[config.mk]
export PLATFORM = sky130hd
export DESIGN_NAME = instr_decode_ctrl
export DESIGN_NICKNAME = d
export VERILOG_FILES = /design/src/rtl/instr_decode_ctrl.sv
export SDC_FILE = /design/constraint.sdc
export NUM_CORES = 1
export LEC_CHECK = 0
export BUFFER_PORTS_ARGS = -buffer_cell sky130_fd_sc_hd__buf_2
export CAP_MARGIN = 10
export CORE_UTILIZATION = 52
export DETAILED_ROUTE_END_ITERATION = 8
export PLACE_DENSITY = 0.77
export SETUP_SLACK_MARGIN = 0.5
export SLEW_MARGIN = 20
export SYNTH_ARGS = -nofsm -noshare
export SYNTH_HDL_FRONTEND = slang
export SYNTH_SLANG_ARGS = --single-unit
[constraint.sdc]
create_clock -name clk -period 3.1 [get_ports clk]
set_input_delay 0.155 -clock clk [delete_from_list [all_inputs] [get_ports clk]]
set_output_delay 0.155 -clock clk [all_outputs]
set_load 0.05 [all_outputs]
[src/rtl/instr_decode_ctrl.sv]
// Fetch/decode/sequencing controller feeding the processor datapath.
// Optional feature: define DECODER_JUMP_EN to make opcode 5'b11101 a PC-absolute jump (otherwise it is a NOP).
module instr_decode_ctrl #(
    parameter int                  PC_WIDTH = 16,
    parameter logic [PC_WIDTH-1:0] RESET_PC = {PC_WIDTH{1'b0}}
) (
    input  logic                clk,
    input  logic                rst,
    input  logic                run,
    output logic [PC_WIDTH-1:0] instr_addr,
    output logic                instr_req,
    input  logic [31:0]         instr_data,
    input  logic                instr_valid,
    input  logic                alu_done,
    input  logic                reg_done,
    output logic [4:0]          opcode,
    output logic [1:0]          read_write,
    output logic [2:0]          control,
    output logic [15:0]         imm_val,
    output logic [2:0]          read_addr_0,
    output logic [2:0]          read_addr_1,
    output logic [2:0]          write_addr_0,
    output logic [2:0]          write_addr_1,
    output logic [PC_WIDTH-1:0] pc,
    output logic                halted,
    output logic                busy
);

    typedef enum logic [2:0] {
        S_IDLE   = 3'd0,
        S_FETCH  = 3'd1,
        S_DECODE = 3'd2,
        S_EXEC   = 3'd3,
        S_WB     = 3'd4,
        S_HALT   = 3'd5
    } state_t;

    localparam logic [4:0] OP_LOADI = 5'b11111;
    localparam logic [4:0] OP_IN    = 5'b11100;
    localparam logic [4:0] OP_JMP   = 5'b11101;
    localparam logic [4:0] OP_HALT  = 5'b11110;
    localparam logic [4:0] OP_DUAL0 = 5'b00011;
    localparam logic [4:0] OP_DUAL1 = 5'b00100;

    state_t              state_q, state_d;
    logic [PC_WIDTH-1:0] pc_q, pc_d;
    logic [PC_WIDTH-1:0] pc_inc_s;
    logic                instr_req_q, instr_req_d;
    logic [31:0]         ir_q, ir_d;
    logic [4:0]          opcode_q, opcode_d;
    logic [1:0]          rw_dec_q, rw_dec_d;
    logic [1:0]          read_write_q, read_write_d;
    logic [2:0]          control_q, control_d;
    logic [15:0]         imm_q, imm_d;
    logic [2:0]          ra0_q, ra0_d;
    logic [2:0]          ra1_q, ra1_d;
    logic [2:0]          wa0_q, wa0_d;
    logic [2:0]          wa1_q, wa1_d;
    logic                halted_q, halted_d;
    logic                busy_q, busy_d;

    // PC wraps naturally at 2^PC_WIDTH.
    assign pc_inc_s = pc_q + {{(PC_WIDTH-1){1'b0}}, 1'b1};

    // Next-state and next-output computation for the sequencing FSM.
    always_comb begin
        state_d      = state_q;
        pc_d         = pc_q;
        instr_req_d  = instr_req_q;
        ir_d         = ir_q;
        opcode_d     = opcode_q;
        rw_dec_d     = rw_dec_q;
        read_write_d = read_write_q;
        control_d    = control_q;
        imm_d        = imm_q;
        ra0_d        = ra0_q;
        ra1_d        = ra1_q;
        wa0_d        = wa0_q;
        wa1_d        = wa1_q;

        case (state_q)
            S_IDLE: begin
                read_write_d = 2'b00;
                if (run) begin
                    state_d     = S_FETCH;
                    instr_req_d = 1'b1;
                end else begin
                    instr_req_d = 1'b0;
                end
            end

            S_FETCH: begin
                read_write_d = 2'b00;
                if (instr_valid) begin
                    ir_d        = instr_data;
                    instr_req_d = 1'b0;
                    state_d     = S_DECODE;
                end else begin
                    instr_req_d = 1'b1;
                end
            end

            S_DECODE: begin
                // R-type field layout is the default; I-type ops override below.
                opcode_d     = ir_q[31:27];
                wa0_d        = ir_q[26:24];
                wa1_d        = ir_q[23:21];
                ra0_d        = ir_q[20:18];
                ra1_d        = ir_q[17:15];
                control_d    = 3'b000;
                imm_d        = 16'h0000;
                rw_dec_d     = 2'b01;
                read_write_d = 2'b00;
                state_d      = S_EXEC;
                case (ir_q[31:27])
                    OP_LOADI: begin
                        control_d    = 3'b011;
                        imm_d        = ir_q[15:0];
                        wa1_d        = 3'b000;
                        ra0_d        = 3'b000;
                        ra1_d        = 3'b000;
                        read_write_d = 2'b01;
                        state_d      = S_WB;
                    end
                    OP_IN: begin
                        control_d    = 3'b001;
                        wa1_d        = 3'b000;
                        ra0_d        = 3'b000;
                        ra1_d        = 3'b000;
                        read_write_d = 2'b01;
                        state_d      = S_WB;
                    end
                    OP_JMP: begin
                        rw_dec_d    = 2'b00;
                        imm_d       = ir_q[15:0];
                        instr_req_d = 1'b1;
                        state_d     = S_FETCH;
`ifdef DECODER_JUMP_EN
                        pc_d        = ir_q[PC_WIDTH-1:0];
`else
                        pc_d        = pc_inc_s;
`endif
                    end
                    OP_HALT: begin
                        rw_dec_d = 2'b00;
                        state_d  = S_HALT;
                    end
                    OP_DUAL0, OP_DUAL1: begin
                        rw_dec_d = 2'b11;
                    end
                    default: begin
                        rw_dec_d = 2'b01;
                    end
                endcase
            end

            S_EXEC: begin
                if (alu_done) begin
                    read_write_d = rw_dec_q;
                    state_d      = S_WB;
                end else begin
                    read_write_d = 2'b00;
                end
            end

            S_WB: begin
                if (reg_done) begin
                    read_write_d = 2'b00;
                    pc_d         = pc_inc_s;
                    if (run) begin
                        state_d     = S_FETCH;
                        instr_req_d = 1'b1;
                    end else begin
                        state_d     = S_IDLE;
                        instr_req_d = 1'b0;
                    end
                end else begin
                    read_write_d = read_write_q;
                end
            end

            S_HALT: begin
                read_write_d = 2'b00;
                instr_req_d  = 1'b0;
            end

            default: begin
                state_d      = S_IDLE;
                read_write_d = 2'b00;
                instr_req_d  = 1'b0;
            end
        endcase

        busy_d   = (state_d != S_IDLE) && (state_d != S_HALT);
        halted_d = (state_d == S_HALT);
    end

    // State and registered-output flops; reset aborts any write in flight.
    always_ff @(posedge clk or posedge rst) begin
        if (rst) begin
            state_q      <= S_IDLE;
            pc_q         <= RESET_PC;
            instr_req_q  <= 1'b0;
            ir_q         <= 32'h0000_0000;
            opcode_q     <= 5'b00000;
            rw_dec_q     <= 2'b00;
            read_write_q <= 2'b00;
            control_q    <= 3'b000;
            imm_q        <= 16'h0000;
            ra0_q        <= 3'b000;
            ra1_q        <= 3'b000;
            wa0_q        <= 3'b000;
            wa1_q        <= 3'b000;
            halted_q     <= 1'b0;
            busy_q       <= 1'b0;
        end else begin
            state_q      <= state_d;
            pc_q         <= pc_d;
            instr_req_q  <= instr_req_d;
            ir_q         <= ir_d;
            opcode_q     <= opcode_d;
            rw_dec_q     <= rw_dec_d;
            read_write_q <= read_write_d;
            control_q    <= control_d;
            imm_q        <= imm_d;
            ra0_q        <= ra0_d;
            ra1_q        <= ra1_d;
            wa0_q        <= wa0_d;
            wa1_q        <= wa1_d;
            halted_q     <= halted_d;
            busy_q       <= busy_d;
        end
    end

    assign instr_addr   = pc_q;
    assign pc           = pc_q;
    assign instr_req    = instr_req_q;
    assign opcode       = opcode_q;
    assign read_write   = read_write_q;
    assign control      = control_q;
    assign imm_val      = imm_q;
    assign read_addr_0  = ra0_q;
    assign read_addr_1  = ra1_q;
    assign write_addr_0 = wa0_q;
    assign write_addr_1 = wa1_q;
    assign halted       = halted_q;
    assign busy         = busy_q;

endmodule

# --- After elaboration in Yosys (flattened, before gate mapping) ---
# Cells that the tools add are included.
totals:
  wordCells: 68
  inputBits: 38
  register_bits: 94
  out_inout_bits: 73
classes:
  reduce_logical: 11
  addsub: 1
  eq_ne: 15
  bitwise_logic: 1
  n_mux: 25
ops:
  columns: ["operator", "count"]
  rows:
  - ["$mux 16", 3]
  - ["$pmux 16 s2", 1]
  - ["$mux 3", 7]
  - ["$eq 5x5->1 const B", 4]
  - ["$pmux 3 s6", 1]
  - ["$add 16x1->16 const B", 1]
  - ["$eq 3x3->1 const B", 3]
  - ["$pmux 3 s3", 1]
  - ["$pmux 2 s2", 2]
  - ["$reduce_or 2->1", 4]
  - ["$eq 3x2->1 const B", 2]
  - ["$mux 1", 6]
  - ["$pmux 2 s3", 1]
  - ["$reduce_and 3->1", 2]
  - ["$eq 5x2->1 const B", 1]
  - ["$eq 5x3->1 const B", 1]
  - ["$pmux 1 s5", 1]
  - ["$mux 2", 2]
  - ["$eq 3x1->1 const B", 1]
  - ["$logic_not 3->1", 1]
  - ["$ne 3x3->1 const B", 1]
  - ["$reduce_bool 3->1", 1]
  - ["$ne 2x1->1 const B", 1]
  - ["$ne 2x2->1 const B", 1]
  - ["other kinds (4)", 4]

# --- Longest topological paths before layout ---
# Gate-level depths: netlist of the first run.
depth:
  depth_word: 6
  depth_mapped: 8
  ltp_nobuf: 5

# --- Least setup slack after synthesis of the first run ---
# No wires, ideal clock.
synth_path:
  path_type: "register to register"
  start: "reg state_q[1]"
  end: "reg ir_q[0]"
  period_less_slack_ns: 1.637
  t_arrival_ns: 1.512
  path_buffers: 3
  setup_ns: 0.125
  required_time_ns: 2.975
  stages_incl_launch_ff: 7
  slack_ns: 1.463
  cell_sequence: "dfrtp_1 buf_4 nor2_1 and3_1 clkbuf_1 buf_4 mux2_2"
synth_between:
  elab_chain_len: 2
synth_lines:
  columns: ["element", "line_no", "source"]
  rows:
  - ["start: declaration", "45", "state_t state_q, state_d;"]
  - ["start signal: assignment", "217", "state_q <= state_d;"]
  - ["$eq 3x1->1", "81", "case (state_q)"]
  - ["$reduce_and 2->1 (no source line)", null, null]
  - ["end signal: assignment", "220", "ir_q <= ir_d;"]
  - ["end: declaration", "49", "logic [31:0] ir_q, ir_d;"]
# Every way passes these cells.
# A chain may end at the register's enable or synchronous reset.

# --- Worst setup path after layout of the first run ---
layout_path:
  start: "reg state_q[2]"
  end: "reg imm_q[6] (netlist: imm_val[6])"
layout_between:
  elab_chain_len: 1
layout_lines:
  columns: ["element", "line_no", "source"]
  rows:
  - ["$eq 3x2->1", "81", null]
  - ["end signal: assignment", "225", "imm_q <= imm_d;"]
  - ["end: declaration", "54", "logic [15:0] imm_q, imm_d;"]
# Every way passes these cells.

==> results of run 1 <==
report_power, final:
| part | switching [mW] | internal (mW) |
|---|---|---|
| combinational | 1.38 | 0.655 |
| sequential | 0.331 | 1.66 |
| clock | 0.419 | 0.315 |
| total | 2.13 | 2.63 |
per-stage QoR:
stage | hold slack, ns | instances | setup WS [ns] | area [sq um]
final | -0.0249 | 530 | 1.09 | 4580
after global placement | 0.386 | 514 | 1.22 | 4400
after detailed placement | 0.391 | 514 | 1.11 | 4400
after CTS | 0.0255 | 530 | 1.09 | 4570
after global routing | 0.0283 | 530 | 0.959 | 4580
after floorplan | 0.302 | 336 | 0.525 | 3920
worst max-delay path: cells and delay by family, from the launching register on:
kind            cells  cell delay [ns]
compound gates      1             0.23
buf+inv             1             0.25
flops               1             0.46
simple gates        3             0.99
cell type report:
cell class	instances	area, sq um
Clock buffer	11	141
Sequential cell	93	2330
Multi-Input combinational cell	206	1360
Fill cell	617	2680
Timing Repair Buffer	112	568
Tap cell	99	124
Clock inverter	5	33.8
Inverter	4	20.0
flip-flops by register name, summed over array words and instances (netlist names):
name	count
busy	1
control	2
halted	1
imm_val	16
instr_addr	16
instr_req	1
ir_q	32
opcode	5
read_addr_0	3
read_addr_1	3
read_write	2
rw_dec_q	2
state_q	3
write_addr_0	3
write_addr_1	3
layer usage:
| layer | global-route usage (%) | vias up | share of wire (%) |
|---|---|---|---|
| met5 | 0 | - | 0 |
| met4 | 7.92 | 0 | 1.3 |
| met3 | 4.01 | 6 | 5.0 |
| met2 | 31.9 | 78 | 49 |
| met1 | 26.6 | 1340 | 45 |
| li1 | - | 1310 | - |
layout by cell type (no fill, tap or decap), drive strengths merged, types with 2 or more instances in the layout:
| cell | n |
|---|---|
| buf | 112 |
| dfrtp | 93 |
| nand2 | 59 |
| mux2 | 33 |
| nor2 | 18 |
| a22o | 17 |
| o21ai | 14 |
| clkbuf | 11 |
| xor2 | 9 |
| xnor2 | 7 |
| nand4 | 7 |
| nand3 | 5 |
| a21oi | 5 |
| inv | 5 |
| and3 | 3 |
| nand2b | 3 |
| a31oi | 3 |
| o22ai | 3 |
| a21o | 2 |
| nor3b | 2 |
| and2 | 2 |
| nor3 | 2 |
| clkinv | 2 |
| clkinvlp | 2 |
worst paths after layout:
kind,start,to,slack [ns],cells past startpoint
setup / recovery,state_q[2]$_DFF_PP0_,imm_val[6]$_DFFE_PP0N_,1.09,5
hold / removal,rst,instr_addr[6]$_DFFE_PP0P_,-0.02,2
setup reg to reg,state_q[2]$_DFF_PP0_,imm_val[6]$_DFFE_PP0N_,1.09,5
hold reg to reg,ir_q[25]$_DFFE_PP0P_,write_addr_0[1]$_DFFE_PP0N_,0.48,2
max in group asynchronous,rst,instr_req$_DFFE_PP0P_,2.60,2
min in group clk,instr_data[19],ir_q[19]$_DFFE_PP0P_,0.03,2
logic make-up after synthesis:
| kind of cell | Yosys count |
|---|---|
| compound gates | 50 |
| flops | 93 |
| mux | 33 |
| buf+inv | 37 |
| other cells | 1 |
| simple gates | 105 |
| fa+ha+maj | 1 |
| xor+xnor | 16 |
==> flow_metrics.tcl, run 1 <==
set metrics [dict create \
    synthSimpleGateAreaFrac_pct 12.1 \
    cts-htree-levels 3 \
    synth.area.mux_share_pct 9.58 \
    drv_cap 0 \
    setup_violations 0 \
    area_delta_synth_final_pct 16.8 \
    synth_seq_cells 93 \
    slowest_stage "nor2_2" \
    synth_ff_type "dfrtp_1" \
    postSynthCellCount 336 \
    crit_chain "and2b_4, nand2_1, buf_4, nor2_2, a22o_1" \
    place.gp.congestion 0.833 \
    yosys-top-cells-count "dfrtp_1, nand2_1, mux2_2" \
    cp-end-kind "register" \
    cts_buffer_depth 2 \
    cts_resized 0 \
    drc 0 \
    first_global_vias 2485 \
    syn_avg_cell_area_sq_um 11.7 \
    drive_above_1_share_pct 38.7 \
    cts_made_buffers 9 \
    synth-async-reset-ratio_pct 100 \
    synth-xor-area-share_pct 3.58 \
    slew_headroom_pct 46.9 \
    yosysTopAreaCellShare_pct 59.4 \
    syn_area_sq_um 3920 \
    drtIter0Drc 127 \
    insertion_delay_ns 0.34 \
    crit_fanout 38 \
    numPortBuffers 109 \
    yosysUniqueCellTypes 40 \
    path_class "register to register" \
    syn_nets 375 \
    routedWlPerCell_um 14.1 \
    fin_worst_skew_ns 0.0111 \
    die_area_sq_um 7880 \
    clock-sinks 93 \
    fin_crit_ns 2.01 \
    slowest_delay_ns 0.57 \
    hpwl_mm 5.02 \
    diodes 0 \
    finalHoldViolations 65 \
    core_sq_um 7250 \
    routed_wirelength_mm 7.46 \
    ys_top_cells_by_area "dfrtp_1, mux2_2, nand2_1" \
    rsz0062_at_grt "false" \
    holdWs_ns -0.0249 \
    cts_root_buf "clkbuf_8" \
    cts_setup_buffers 0 \
    worstMarginPinSlew_ns 0.796 \
    ys_seq_area_share_pct 59.4 \
    start_util_pct 54.0 \
    synth_fa_ha_area_share_pct 0.319 \
    grt_pass1_wl_mm 11.8 \
    antenna_found_initial 0 \
    grt_max_degree 94 \
    required_ns 3.38 \
    hold_buffers 0 \
    vias 2734 \
    drt.antenna.violating_nets 0 \
    die-height_um 88.8 \
    setup_tns_ns 0 \
    firstDrtPassIters 4 \
    peakVddDrop_uv 470 \
    startpoint_type "register" \
    clk_pin_slew_worst_paths_ns 0.09 \
    num_rows 31 \
    violations "hold timing" \
    cellPowerDensity_nw_per_um2 1040 \
    track_usage_pct 19.8 \
    fmax_mhz 496 \
    synth-edff-count 0 \
    synth_top_cell_by_area "dfrtp_1" \
    grt.overflow.total 0 \
    min_path_type "primary input to async pin" \
    yosysWarnings 0 \
    fin_nets 465 \
    synth_top_family_by_area "simple AND/OR/NAND/NOR gates" \
    drv_slew 0 \
    cp.arrival_ns 2.30 \
    boundaryPins 111 \
    dieWidth_um 88.8 \
    final_util_pct 63.1 \
    viasPerCell 5.16 \
    status "finished with violations" \
    p_total_mw 4.76 \
    p_leak_nw 2.35 \
    synth_compound_area_share_pct 8.97 \
    cts_tree "done" \
    yosysMostFrequentCell "dfrtp_1" \
    post-route-period-util_pct 65.0 \
]
Note: power is estimated with default switching activity, not from simulation.
==> run 2: changes to the inputs <==
--- a/config.mk
+++ b/config.mk
@@ -5,11 +5,12 @@
 export SDC_FILE = /design/constraint.sdc
 export NUM_CORES = 1
 export LEC_CHECK = 0
+export ABC_AREA = 1
 export BUFFER_PORTS_ARGS = -buffer_cell sky130_fd_sc_hd__buf_2
 export CAP_MARGIN = 10
 export CORE_UTILIZATION = 52
 export DETAILED_ROUTE_END_ITERATION = 8
-export PLACE_DENSITY = 0.77
+export PLACE_DENSITY = 0.76
 export SETUP_SLACK_MARGIN = 0.5
 export SLEW_MARGIN = 20
 export SYNTH_ARGS = -nofsm -noshare
==> constraint.sdc (replaced) <==
create_clock -name clk -period 2 [get_ports clk]
set_input_delay 0.1 -clock clk [delete_from_list [all_inputs] [get_ports clk]]
set_output_delay 0.1 -clock clk [all_outputs]
set_load 0.05 [all_outputs]
==> run 2 against run 1 <==
Net effect:
- the run now ends clean
- clock-buffer cell count rose by 1
- sequential power rose by 52%
- critical path depth rose by 5
- hold slack improved by 0.044 ns
- critical path type unchanged
- global-route usage rose by 3.9 points
- routed wire length rose by 32%
- synthesized area rose by 4.4%
==> flow_metrics.tcl, run 2 <==
set metrics [dict create \
    synth-edff-count 0 \
    place.gp.congestion 0.825 \
    num_rows 31 \
    cts-htree-levels 3 \
    final_util_pct 74.0 \
    yosysMostFrequentCell "nand2_1" \
    p_leak_nw 2.92 \
    fillCellCount 546 \
    cts_buffer_depth 2 \
    first_global_vias 3419 \
    clk_pin_slew_worst_paths_ns 0.09 \
    boundaryPins 111 \
    numPortBuffers 109 \
    diodes 0 \
    setup_violations 0 \
    start_util_pct 54.9 \
    final_cell_mix "buf_2, nand2_1, dfrtp_1" \
    die_area_sq_um 8230 \
    largest_register_ffs 32 \
    swShare_pct 47.2 \
    grt_pass1_wl_mm 15.5 \
    reg2reg_slack_ns 0.49 \
    path_class "register to register" \
    syn_area_sq_um 4090 \
    status "finished clean" \
    post-route-period-util_pct 75.5 \
    insertion_delay_ns 0.36 \
    slowest_delay_ns 0.42 \
    power_frac_seq_pct 34.9 \
    cts_tree "done" \
    synth-async-reset-ratio_pct 100 \
    max_flop_register "ir_q" \
    required_ns 2.26 \
    hold_depth 3 \
    drv_cap 0 \
    ys_seq_area_share_pct 56.9 \
    peakVddDrop_uv 724 \
    min_from "instr_data[2]" \
    crit_chain "inv_2, nand2_4, nor2_4, inv_2, nand2_2, nand3_4, buf_12, buf_4, nand2_1, nand2_1" \
    firstDrtPassIters 4 \
    syn_avg_cell_area_sq_um 9.17 \
    vias 3541 \
    yosysTopAreaCellShare_pct 56.9 \
    die-height_um 90.7 \
    drive_above_1_share_pct 33.6 \
    synth_seq_cells 93 \
    p_switching_mw 4.10 \
    fin_crit_ns 1.51 \
    hold_end "ir_q[2]$_DFFE_PP0P_" \
    ys_top_cells_by_area "dfrtp_1, nand2_1, nor2_1" \
    antenna_found_initial 0 \
    yosysUniqueCellTypes 28 \
    routed_wirelength_mm 9.87 \
    synth_ff_type "dfrtp_1" \
    crit_fanout 5 \
    reg2reg_to "instr_addr[13]$_DFFE_PP0P_" \
    postSynthCellCount 446 \
    grt.overflow.total 0 \
    p_int_mw 4.58 \
    min_path_type "primary input to register" \
    clockPowerShare_pct 14.3 \
    clock-sinks 93 \
    drc 0 \
    finalHoldViolations 0 \
    cp.arrival_ns 1.77 \
    reg2reg_depth 10 \
    syn_nets 485 \
    rsz0062_at_grt "true" \
    cts_root_buf "clkbuf_8" \
    r2r-start "state_q[0]$_DFF_PP0_" \
    synth_top_cell_by_area "dfrtp_1" \
    track_usage_pct 23.7 \
    startpoint_type "register" \
    drtIter0Drc 190 \
    drv_slew 0 \
    share_comb_of_total_power_pct 50.8 \
    fin_worst_skew_ns 0.00929 \
    hpwl_mm 5.66 \
    grt_max_degree 94 \
    area_delta_synth_final_pct 34.7 \
    slowest_stage "dfrtp_1" \
    drt.antenna.violating_nets 0 \
    layout_commonest_cell "buf_2" \
    core_sq_um 7450 \
    cts_made_buffers 9 \
    yosys-top-cells-count "nand2_1, dfrtp_1, nor2_1" \
    routedWlPerCell_um 14.1 \
    cellPowerDensity_nw_per_um2 1580 \
    setup_tns_ns 0 \
    fin_nets 636 \
    viasPerCell 5.06 \
    yosysWarnings 0 \
    cp-end-kind "register" \
    fmax_mhz 662 \
    dieWidth_um 90.7 \
]
==> run 2: cell types whose count changed in the layout (fill, tap and decap cells not counted), sizes merged, moves of 7 or more <==
cell,change
a21oi,+18
a22o,-9
buf,+27
dlygate4sd3,+30
inv,+39
mux2,-21
nand2,+55
nand3,+13
nand4,-7
nor2,+27
o21ai,+22
==> run 2: cell type report <==
class / instances / area (sq um) / area share [%]
clock inverter: 3 / 46.3 / 0.840
clock buffer: 12 / 145 / 2.63
sequential: 93 / 2330 / 42.3
multi-input combinational: 277 / 1530 / 27.7
tap: 99 / 124 / 2.25
timing repair buffer: 170 / 1140 / 20.7
inverter: 46 / 194 / 3.52
==> run 2: how the worst max path moves through the flow <==
stage	from	to	slack, ns	depth (start not counted)
3_5_place_dp	state_q[2]$_DFF_PP0_	imm_val[13]$_DFFE_PP0N_	0.16	5
5_1_grt	state_q[0]$_DFF_PP0_	instr_addr[13]$_DFFE_PP0P_	0.43	9
6_report	state_q[0]$_DFF_PP0_	instr_addr[13]$_DFFE_PP0P_	0.49	10
3_3_place_gp	state_q[2]$_DFF_PP0_	imm_val[6]$_DFFE_PP0N_	0.30	5
2_1_floorplan	instr_addr[0]$_DFFE_PP0P_	instr_addr[12]$_DFFE_PP0P_	0.50	7
4_1_cts	instr_addr[0]$_DFFE_PP0P_	instr_addr[12]$_DFFE_PP0P_	0.50	7
==> run 2: cell families (layout without fill, tap and decap cells) <==
kind of cell | Yosys count | after routing | synth area share [%]
compound gates | 70 | 70 | 9.66
mux | 12 | 12 | 3.30
flops | 93 | 93 | 56.9
buf+inv | 76 | 231 | 9.02
fa+ha+maj | 1 | 1 | 0.306
xor+xnor | 13 | 13 | 2.78
simple gates | 180 | 180 | 18.0
other cells | 1 | 1 | 0.0917
==> run 2: critical path, delay by kind of cell, from the launching register on <==
family / cells / cell delay, ns
buf+inv: 4 / 0.50
simple gates: 6 / 0.49
flops: 1 / 0.42
==> run 2: routing by layer <==
metal	up-vias	share of wire (%)	track usage (%)
met5	-	0	0
met4	0	2.5	9.81
met3	22	5.6	5.89
met2	117	51	39.6
met1	1710	41	29.4
li1	1692	-	-
==> run 2: through the flow <==
stage	hold slack [ns]	power [mW]	setup slack [ns]	area [sq um]	instances
floorplan	0.232	5.97	0.502	4100	446
global placement	0.277	6.60	0.300	4620	629
detailed placement	0.286	6.69	0.162	4620	629
CTS	0.00130	8.13	0.501	5210	681
global route	0.0262	9.21	0.435	5510	700
finish	0.0193	8.69	0.490	5510	700
==> run 2: timing repair <==
item,4_1_cts,5_1_grt
pin swaps,1,10
hold buffers,30,0
setup endpoints to repair,73,66
gates resized for setup,10,45
buffers inserted,7,18
hold endpoints to repair,122,0
cloned,0,1
==> run 2: power groups by stage <==
stage | combinational [mW] | sequential, mW | clock (mW)
4_1_cts | 3.86 | 3.00 | 1.27
6_report | 4.41 | 3.03 | 1.24
5_1_grt | 4.76 | 3.11 | 1.34
2_1_floorplan | 1.86 | 4.11 | 0
3_5_place_dp | 3.67 | 3.03 | 0
3_3_place_gp | 3.60 | 3.00 | 0
==> run 3: changes to the inputs <==
==> constraint.sdc (replaced) <==
create_clock -name clk -period 1.4 [get_ports clk]
set_input_delay 0.07 -clock clk [delete_from_list [all_inputs] [get_ports clk]]
set_output_delay 0.07 -clock clk [all_outputs]
set_load 0.05 [all_outputs]
==> run 3 against run 2 <==
Net effect:
- the run now ends with setup timing left
- hold slack gained 0.068 ns
- flip-flop and latch count is the same
- first-iteration DRC count grew 72%
- setup slack lost 0.68 ns
- non-clock buffer count grew 36
- routed wire length grew 35%
==> flow_metrics.tcl, run 3 (synthesis gave the netlist of run 2 again) <==
set metrics [dict create \
    status "finished with violations" \
    violations "setup timing" \
    largest_register_ffs 32 \
    fin_worst_skew_ns 0.0114 \
    core_sq_um 7450 \
    worst_slack_ns -0.189 \
    path_class "register to register" \
    setup_violations 74 \
    numPortBuffers 109 \
    cts_buffer_depth 2 \
    vias 4040 \
    r2r-start "instr_addr[1]$_DFFE_PP0P_" \
    reg2reg_slack_ns -0.19 \
    p_int_mw 7.87 \
    drc 0 \
    place.gp.congestion 0.867 \
    fmax_mhz 629 \
    setup_tns_ns -4.58 \
    cts_root_buf "clkbuf_8" \
    track_usage_pct 27.5 \
    cellPowerDensity_nw_per_um2 2240 \
    diodes 0 \
    power_frac_seq_pct 31.2 \
    seq_area_sq_um 2350 \
    slew_headroom_pct 65.1 \
    fillCellCount 329 \
    drive_above_1_share_pct 43.0 \
    rsz0062_at_grt "true" \
    p_leak_nw 3.25 \
    final_cell_mix "nand2_1, buf_6, dfrtp_1" \
    layout_commonest_cell "nand2_1" \
    min_from "alu_done" \
    required_ns 1.70 \
    fin_nets 674 \
    finalHoldViolations 0 \
    die-height_um 90.7 \
    routed_wirelength_mm 13.3 \
    dieWidth_um 90.7 \
    cp.arrival_ns 1.89 \
    drtIter0Drc 327 \
    first_global_vias 3786 \
    crit_fanout 6 \
    hpwl_mm 6.05 \
    startpoint_type "register" \
    swShare_pct 46.2 \
    antenna_found_initial 0 \
    grt_pass1_wl_mm 17.8 \
    max_flop_register "ir_q" \
    cp-end-kind "register" \
    hold_depth 4 \
    cts-htree-levels 3 \
    share_comb_of_total_power_pct 56.5 \
    peakVddDrop_uv 1400 \
    post-route-period-util_pct 114 \
    min_path_type "primary input to register" \
    num_rows 31 \
    viasPerCell 5.47 \
    fin_crit_ns 1.59 \
    drv_slew 0 \
    area_delta_synth_final_pct 59.8 \
    grt.overflow.total 0 \
    reg2reg_to "instr_addr[13]$_DFFE_PP0P_" \
    cts_made_buffers 9 \
    insertion_delay_ns 0.37 \
    multiInputGateArea_sq_um 1620 \
    firstDrtPassIters 5 \
    boundaryPins 111 \
    clock-sinks 93 \
    hold_end "state_q[1]$_DFF_PP0_" \
    p_switching_mw 6.77 \
    grt_max_degree 94 \
    p_total_mw 14.6 \
    drt.antenna.violating_nets 0 \
    routedWlPerCell_um 18.1 \
    drv_cap 0 \
    die_area_sq_um 8230 \
    worstMarginPinSlew_ns 0.524 \
    start_util_pct 54.9 \
    clockPowerShare_pct 12.3 \
    cts_tree "done" \
    reg2reg_depth 7 \
    clk_pin_slew_worst_paths_ns 0.09 \
]
run 3: per-stage QoR:
step / util (%) / cells / cell area (sq um) / hold WS [ns] / setup slack, ns
after global routing: 87.8 / 738 / 6540 / 0.0861 / -0.217
after floorplan: - / 446 / 4240 / 0.202 / 0.0569
final: 87.8 / 738 / 6540 / 0.0872 / -0.189
after CTS: 80.7 / 713 / 6010 / 0.00636 / 0.0288
after global placement: 64.6 / 636 / 4810 / 0.242 / 0.0206
after detailed placement: 64.6 / 636 / 4810 / 0.248 / -0.0720
run 3: cell type report:
cell class | instances | share of cell area (%)
Clock buffer | 9 | 1.89
Clock inverter | 6 | 0.976
Inverter | 46 | 2.93
Multi-Input combinational cell | 278 | 24.7
Sequential cell | 93 | 35.9
Tap cell | 99 | 1.89
Timing Repair Buffer | 206 | 31.6
Timing Repair inverter | 1 | 0.0957
run 3: power groups by stage:
stage / Combinational [mW] / Sequential, mW / Clock (mW)
after floorplan: 2.88 / 5.92 / 0
after global placement: 5.50 / 4.32 / 0
after detailed placement: 5.64 / 4.35 / 0
after CTS: 6.86 / 4.41 / 1.77
after global routing: 8.66 / 4.64 / 1.92
final: 8.26 / 4.57 / 1.80
run 3: worst max path at each step:
stage / endpoint / slack (ns) / from / cells past startpoint
2_1_floorplan: ir_q[18]$_DFFE_PP0P_ / 0.06 / state_q[0]$_DFF_PP0_ / 5
3_3_place_gp: busy$_DFF_PP0_ / 0.02 / state_q[2]$_DFF_PP0_ / 9
3_5_place_dp: instr_addr[8]$_DFFE_PP0P_ / -0.07 / state_q[1]$_DFF_PP0_ / 9
4_1_cts: ir_q[15]$_DFFE_PP0P_ / 0.03 / state_q[0]$_DFF_PP0_ / 7
5_1_grt: busy$_DFF_PP0_ / -0.22 / state_q[2]$_DFF_PP0_ / 9
6_report: instr_addr[13]$_DFFE_PP0P_ / -0.19 / instr_addr[1]$_DFFE_PP0P_ / 7
run 3: worst max-delay path: stages, from the launching register on:
cell and delay (ns):
dfrtp_2 0.49, nand2_1 0.10, nor2_1 0.22, nand2_1 0.15, nor2_1 0.17, xor2_1 0.20, nand2_1 0.10, nand2_1 0.08
run 3: per-layer routing:
metal / up-vias / global-route usage, % / routed length, um
met5: - / 0 / 0
met4: 0 / 11.8 / 590
met3: 68 / 5.47 / 981
met2: 239 / 47.3 / 6950
met1: 1958 / 33.4 / 4810
li1: 1775 / - / -
run 3: repair_timing:
action,in CTS,in global routing
buffers inserted,27,20
setup endpoints to repair,165,165
hold endpoints to repair,124,1
hold buffers,32,1
gates resized for setup,156,98
pin swaps,11,11
gates cloned,3,4
